**config.mk**
```make
export PLATFORM = sky130hd
export DESIGN_NAME = gameplay_turns
export DESIGN_NICKNAME = d
export VERILOG_FILES = /design/src/rtl/gameplay_turns.sv
export SDC_FILE = /design/constraint.sdc
export NUM_CORES = 1
export LEC_CHECK = 0
export CAP_MARGIN = 0
export CORE_MARGIN = 8
export CORE_UTILIZATION = 49
export DETAILED_ROUTE_END_ITERATION = 10
export HOLD_SLACK_MARGIN = 0.08
export PLACE_DENSITY = 0.8
export SLEW_MARGIN = 25
export SYNTH_ARGS = -nofsm -noshare
export SYNTH_HDL_FRONTEND = slang
export SYNTH_SLANG_ARGS = --single-unit
```
**constraint.sdc**
```tcl
create_clock -name clk_in -period 2.7 [get_ports clk_in]
set_clock_uncertainty 0.2 [all_clocks]
set_input_delay 0.405 -clock clk_in [delete_from_list [all_inputs] [get_ports clk_in]]
set_output_delay 0.405 -clock clk_in [all_outputs]
set_load 0.005 [all_outputs]
```
**src/rtl/gameplay_turns.sv**
```systemverilog
// Multi-player turn-based shot controller.
// Aim, charge, launch over valid/ready, roll, score, rotate.
module gameplay_turns #(
  parameter int N_PLAYERS   = 2,
  parameter int SPEED_W     = 16,
  parameter int ANGLE_W     = 16,
  parameter int CHARGE_STEP = 64,
  parameter int SPEED_MAX   = 4096,
  parameter int PAN_STEP    = 256,
  parameter int MAX_STROKES = 15,
  localparam int PW = (N_PLAYERS > 1) ? $clog2(N_PLAYERS) : 1
) (
  input  logic                   clk_in,
  input  logic                   rst_in_n,
  input  logic                   new_game,
  input  logic                   new_frame,
  input  logic                   charging_hit,
  input  logic                   camera_pan_left,
  input  logic                   camera_pan_right,
  input  logic                   shot_ready,
  input  logic                   ball_stopped,
  input  logic                   ball_in_hole,
  output logic                   shot_valid,
  output logic [SPEED_W-1:0]     ball_speed,
  output logic [ANGLE_W-1:0]     ball_direction,
  output logic [ANGLE_W-1:0]     cam_angle,
  output logic [PW-1:0]          player_idx,
  output logic [4*N_PLAYERS-1:0] stroke_counts,
  output logic [2:0]             state_out,
  output logic                   game_over
);

  typedef enum logic [2:0] {
    IDLE   = 3'd0,
    AIM    = 3'd1,
    CHARGE = 3'd2,
    LAUNCH = 3'd3,
    ROLL   = 3'd4,
    SCORE  = 3'd5,
    DONE   = 3'd6
  } state_t;

  localparam logic [SPEED_W:0] S_MAX = (SPEED_W+1)'(SPEED_MAX);
  localparam logic [SPEED_W:0] S_STP = (SPEED_W+1)'(CHARGE_STEP);
  localparam logic [ANGLE_W-1:0] P_STP = ANGLE_W'(PAN_STEP);
  localparam logic [3:0] K_MAX = 4'(MAX_STROKES);

  state_t                 state, state_n;
  logic                   nf_q;
  logic                   tick;
  logic [SPEED_W-1:0]     speed_n;
  logic [ANGLE_W-1:0]     dir_n, cam_n;
  logic [PW-1:0]          pidx_n;
  logic [4*N_PLAYERS-1:0] strk_n;
  logic [N_PLAYERS-1:0]   fin, fin_n;
  logic [3:0]             cur_strk;
  logic [SPEED_W:0]       sum;

  assign tick       = new_frame & ~nf_q;
  assign cur_strk   = stroke_counts[{player_idx, 2'b00} +: 4];
  assign sum        = {1'b0, ball_speed} + S_STP;
  assign shot_valid = (state == LAUNCH);
  assign game_over  = (state == DONE);
  assign state_out  = state;

  // First unfinished player after cur, wrapping, cur itself last.
  function automatic logic [PW:0] pick_next(
    input logic [N_PLAYERS-1:0] f,
    input logic [PW-1:0]        cur
  );
    logic [PW:0] r;
    int          idx;
    r = '0;
    for (int k = N_PLAYERS; k >= 1; k--) begin
      idx = int'(cur) + k;
      if (idx >= N_PLAYERS) idx = idx - N_PLAYERS;
      if (!f[idx]) r = {1'b1, PW'(idx)};
    end
    return r;
  endfunction

  logic [PW:0] nxt;
  assign nxt = pick_next(fin_n, player_idx);

  // State, datapath and score registers.
  always_ff @(posedge clk_in or negedge rst_in_n) begin
    if (!rst_in_n) begin
      state          <= IDLE;
      nf_q           <= 1'b0;
      ball_speed     <= '0;
      ball_direction <= '0;
      cam_angle      <= '0;
      player_idx     <= '0;
      stroke_counts  <= '0;
      fin            <= '0;
    end else begin
      state          <= state_n;
      nf_q           <= new_frame;
      ball_speed     <= speed_n;
      ball_direction <= dir_n;
      cam_angle      <= cam_n;
      player_idx     <= pidx_n;
      stroke_counts  <= strk_n;
      fin            <= fin_n;
    end
  end

  // Next-state and next-value decode.
  always_comb begin
    state_n = state;
    speed_n = ball_speed;
    dir_n   = ball_direction;
    cam_n   = cam_angle;
    pidx_n  = player_idx;
    strk_n  = stroke_counts;
    fin_n   = fin;
    if (new_game) begin
      state_n = AIM;
      speed_n = '0;
      dir_n   = '0;
      cam_n   = '0;
      pidx_n  = '0;
      strk_n  = '0;
      fin_n   = '0;
    end else begin
      unique case (state)
        IDLE: ;
        AIM: begin
          if (tick && camera_pan_right && !camera_pan_left)
            cam_n = cam_angle + P_STP;
          else if (tick && camera_pan_left && !camera_pan_right)
            cam_n = cam_angle - P_STP;
          if (charging_hit) begin
            state_n = CHARGE;
            speed_n = '0;
          end
        end
        CHARGE: begin
          if (!charging_hit) begin
            if (ball_speed == '0) begin
              state_n = AIM;
            end else begin
              state_n = LAUNCH;
              dir_n   = cam_angle;
            end
          end else if (tick) begin
            speed_n = (sum > S_MAX) ? S_MAX[SPEED_W-1:0]
                                    : sum[SPEED_W-1:0];
          end
        end
        LAUNCH: begin
          if (shot_ready) begin
            state_n = ROLL;
            if (cur_strk != K_MAX)
              strk_n[{player_idx, 2'b00} +: 4] = cur_strk + 4'd1;
          end
        end
        ROLL: begin
          if (ball_stopped) state_n = SCORE;
        end
        SCORE: begin
          if (ball_in_hole || cur_strk == K_MAX)
            fin_n[player_idx] = 1'b1;
          if (nxt[PW]) begin
            state_n = AIM;
            speed_n = '0;
            pidx_n  = nxt[PW-1:0];
          end else begin
            state_n = DONE;
          end
        end
        DONE: ;
        default: state_n = IDLE;
      endcase
    end
  end

endmodule

```
======== After elaboration in Yosys (flattened, before gate mapping) ========
Index checks and enable logic that the tools add are counted.
operators by class
  mux-type cells .......................... 46
  shift-type cells ........................ 3
  equality and inequality tests ........... 18
  reductions and logical operators ........ 26
  order comparisons ....................... 7
  bitwise operators ....................... 3
  add/sub/neg operators ................... 9
operators with widths
  cell                     number
  $mux W16                 14
  $lt A32 B3 Y1 const B    2
  $mux W32                 2
  $pmux W16 S3             1
  $mux W8                  4
  $ne A3 B3 Y1 const B     7
  $mux W3                  6
  $pmux W3 S6              1
  $add A16 B7 Y17 const B  1
  $gt A17 B13 Y1 const B   1
  $add A16 B9 Y16 const B  1
  $logic_not A16 Y1        1
  $sub A16 B9 Y16 const B  1
  $reduce_bool A2 Y1       7
  $mux W2                  6
  $mux W1                  10
  $reduce_and A5 Y1        2
  $eq A3 B3 Y1 const B     3
  $bwmux W8                1
  $shift A4 B5 Y8 const A  1
  $shiftx A4 B5 Y8         1
  $shiftx A8 B4 Y4         1
  $eq A3 B2 Y1 const B     2
  $reduce_and A3 Y1        2
  other kinds (27)         34
storage, ports and cells
  flip-flop bits (word level) ............. 63
  output and inout bits ................... 62
  logic and storage cells ................. 120

======== Depth between registers and ports, before layout ========
  depth in word-level cells ............... 16
  depth in mapped cells ................... 10
  gate-level depth less buffers ........... 10

======== Worst setup path after synthesis ========
OpenSTA, ideal clock, no wires.
  path kind ............................... reg2reg
  start ................................... register player_idx
  end ..................................... register ball_speed[10]
  library setup time ...................... 0.130 ns
  arrival time ............................ 2.261 ns
  cell stages (with the launch flop) ...... 11
  path slack .............................. 0.109 ns
  buffers on the path ..................... 2
  path through ............................ dfrtp_1 > buf_2 > mux2_2 > ha_1 > nand4b_1 > nand3_1 > and4b_1 > or2_0 > clkbuf_1 > a22oi_1 > o31ai_1
between the ends
  longest elaborated chain between the ends .. 15
  elaborated cells between the ends (all ways) .. 30
  classes of those cells .................. 4 x add/sub; 4 x order compare; 2 x eq/ne; 1 x shift; 15 x mux; 1 x bitwise; 3 x reduce/logical
RTL lines
  item                                                                       RTL line  source
  start: declaration                                                         27        output logic [PW-1:0] player_idx,
  start signal: assignment                                                   102       player_idx <= pidx_n;
  $lt A1 B2 Y1 (not written as such) / $ge A1 B1 Y1 (equally long branches)  163       fin_n[player_idx] = 1'b1;
  $logic_and A1 B1 Y1 (not written as such)                                  163
  $mux W1 (not written as such)                                              163
  $demux W1 S1                                                               163
  $or A2 B2 Y2 (no line)                                                     -
  $mux W2                                                                    162       if (ball_in_hole || cur_strk == K_MAX)
  $mux W2                                                                    126       unique case (state)
  $mux W2                                                                    117       if (new_game) begin
  $mux W1 (not written as such) (3 in series)                                77        if (!f[idx]) r = {1'b1, PW'(idx)};
  $mux W2                                                                    77
  $mux W2 (*)                                                                77
  $ne A3 B3 Y1 (no line) (*)                                                 -
  $reduce_and A5 Y1 (no line) (*)                                            -
  end signal: assignment                                                     99        ball_speed <= speed_n;
  end: declaration                                                           24        output logic [SPEED_W-1:0] ball_speed,
Mark *: on every way between the ends. The rest lies on a longest branch, timed or not. The select of a mux whose other input is x is not followed.
A chain may end at the register's enable or synchronous reset.

======== Final worst setup path ========
Ends and elaborated chain as after synthesis.

==> impl_results.md <==
- Die Y: 90.1 um
- Power Dens Cells: 500 nW/um^2
- WL final: 6790 um
- Crit-path cells: mux2_2 -> ha_1 -> nand4b_1 -> nand3_1 -> and4b_1 -> or2_1 -> a22oi_1 -> o31ai_1
- Final net count: 378
- HP Class: reg -> reg
- Multi-input gate area in the final layout: 1480 um^2
- DRT iter0 DRCs: 116
- EDFF count, synth: 0
- Worst-skew pair later-pin latency: 0.30 ns
- Fin Hold WS: 0.331 ns
- Core ar.: 5410 um^2
- Routed Antenna Nets: 0
- Flop2flop setup slack: 0.1 ns
- Average size of a mapped cell: 9.44 um^2
- Proportion of layout cells with a drive suffix above 1: 16.2%
- Origin of the critical flop-to-flop path: player_idx$_DFFE_PN0P_
- Global-route wire length before repair: 11,500 um
- Crit-path max FO: 10
- Register area share after synthesis: 39.1%
- Status: completed
- Largest net degree at the start of global routing: 43
- Clk buf depth: 2
- Slew @ Worst Pin: 0.526 ns
- Most frequent cells in the layout: clkdlybuf4s50_1 (53), dfrtp_1 (42), nor2_1 (35)
- Dpl hpwl: 4830 um
- Initial Utilization: 49.8%
- Htree depth: 2
- Highest Clock Rate: 385 MHz
- Count of final setup violators: 0
- Hold endpoint: ball_direction[11]$_DFFE_PN0P_
- CTS buffer count: 5
- Peak supply drop: 299 uV
- Crit path arrival time: 2.58 ns
- Gr busiest metal: met2
- First-pass iteration count of the detailed router: 5
- Worst setup EP type: flip-flop
- CTS tree: built
- Post-synth ARST share: 100%
- Synthesized flop and latch total: 42
- Final Cycle Share: 96.3%
- RSZ-0062 raised after global routing: true
- Final global-route overflow total: 0
- Post-DR wirelength/cell: 15.8 um
- Commonest non-fill, non-tap cell in the layout: clkdlybuf4s50_1
- Met1 usage: 19.7%
- CP required: 2.68 ns
- Top post-synthesis cells by area: dfrtp_1 (39%), buf_4 (6.1%), mux2i_1 (6.0%), nor2_1 (4.9%), ha_1 (4.6%)
- Fill cell count: 449
- CP max stage cell: dfrtp_1
- Yosys top cell by area: dfrtp_1
- IO Pins: 72
- Clk sinks: 42
- Via count: 2,303
- Area grow syn2layout: 33.0%
- Worst reg-to-reg path cell count: 8
- Routability Congestion: 0.908
- Ys Warns: 0
- CP Launch Type: flip-flop
- Number of global-route vias before repair: 2,292
- Port bufs: 57
- Post-route minimum period: 2.60 ns
- Ant diodes: 0
- Worst hold stages: 2
- Initial antenna violation count: 0
- Die Wd: 90.1 um
- Max Cap Viol: 0
- Register area: 1050 um^2
- Kind of critical path: reg -> reg
- Ys flop type: dfrtp_1
- Worst R2R End: ball_speed[10]$_DFFE_PN0P_
- Leakage: 0.00159 uW
- Met3 GRT Util: 5.82%
- GRT Total Usage: 16.9%
- Final Hold Violating Endpoints: 0
- Clock transition at path regs: 0.09 ns
- Post-Syn Area: 2690 um^2
- Sum Neg Setup Slack: 0 ns
- Full die area: 8120 um^2
- Slowest cell delay on critical path: 0.39 ns
- Number of cell rows: 27
- Hold_sp: ball_direction[11]$_DFFE_PN0P_
- Cells after Synth: 285
- Final Power: 1790 uW
- Post-synth top area share: 39.1%
- Final Max Slew Viols: 0
- Met2 usage: 28.5%
- Slew margin rel.: 64.9%
- Vias/cell: 5.36
- Unique masters post-synth: 58
- Clock root cell: clkbuf_8
- Drc violations: 0
## metrics by stage
stage	setup slack (ns)	util (%)	std cells	instance area, um^2
after floorplan	0.109	-	298	2740
after global placement	-0.464	62.1	416	3350
after detailed placement	-0.639	62.1	416	3350
after CTS	0.00914	65.3	428	3530
after global routing	-0.0480	66.2	430	3580
final	0.0993	66.2	430	3580
## sequential cells by signal, summed over array words and instances, names as in the netlist
signal / count
ball_speed: 10
ball_direction: 9
player_idx: 1
cam_angle: 8
nf_q: 1
stroke_counts: 8
state_out: 3
fin: 2
## layout make-up
type | instances | share of cell area [%]
multi-input combinational | 206 | 41.3
clock buffer | 5 | 1.92
timing repair buffer | 87 | 22.6
clock inverter | 3 | 0.699
sequential | 42 | 29.4
inverter | 15 | 1.57
tap | 72 | 2.52
## critical path: cells and delay by family (launching register included)
kind                     cells  cell delay, ns
AO/OA/AOI/OAI                2            0.33
AND/OR/NAND/NOR              4            0.94
flip-flops                   1            0.39
multiplexers                 1            0.36
adder cells (fa/ha/maj)      1            0.25
## power breakdown
group	internal [uW]	switching, uW	leakage, uW
clock	187	248	0.0000447
sequential	665	68.6	0.000578
combinational	327	294	0.000968
total	1180	610	0.00159
## routing by layer
metal / part of all wire [%] / vias to the layer above
met5: 0 / -
met4: 1.5 / 0
met3: 6.3 / 11
met2: 49 / 66
met1: 43 / 1116
li1: - / 1110
## cell usage after synthesis (2+ instances only)
master and number:
a311o_1 2, o31ai_1 4, a32oi_1 2, a21o_1 2, nand2b_1 4, nor3b_1 2
inv_1 15, buf_2 6, o41ai_1 2, xnor2_1 7, mux2_2 4, nand2_1 10
nand3_1 7, buf_4 22, o21ai_0 7, clkbuf_1 6, a211oi_1 3, mux2i_1 16
ha_1 10, and2_1 4, nor2_1 35, dfrtp_1 42, a31oi_1 4, and3_2 2
a22oi_1 2, nor4b_1 2, a21oi_1 10, or3_1 2, xor2_1 6, nand3b_1 4
nor3_1 9, nor2b_1 5, nand4_1 2
## worst max-delay path by stage
stage | cells after the start | endpoint | slack, ns | from
3_5_place_dp | 10 | cam_angle[15]$_DFFE_PN0P_ | -0.64 | new_frame
5_1_grt | 9 | cam_angle[15]$_DFFE_PN0P_ | -0.05 | nf_q$_DFF_PN0_
3_3_place_gp | 10 | cam_angle[15]$_DFFE_PN0P_ | -0.46 | new_frame
6_report | 8 | ball_speed[10]$_DFFE_PN0P_ | 0.1 | player_idx$_DFFE_PN0P_
4_1_cts | 11 | cam_angle[15]$_DFFE_PN0P_ | 0.009 | new_frame
2_1_floorplan | 10 | ball_speed[10]$_DFFE_PN0P_ | 0.11 | player_idx$_DFFE_PN0P_
## cell families after synthesis
| kind of cell | share of synthesized area (%) |
|---|---|
| multiplexers | 7.62 |
| adder cells (fa/ha/maj) | 5.39 |
| AND/OR/NAND/NOR | 19.9 |
| buffers and inverters | 10.3 |
| XOR/XNOR | 4.23 |
| AO/OA/AOI/OAI | 13.3 |
| other | 0.139 |
| flip-flops | 39.1 |
## what timing repair did
item / in CTS / in global routing
endpoints found under the hold margin: 42 / 1
hold buffers: 1 / 1
buffers inserted: 3 / 1
gates cloned: 0 / 0
resized for setup: 7 / 8
pin swaps: 5 / 8
endpoints found under the setup margin: 2 / 9
Note: power is estimated with default switching activity, not from simulation.
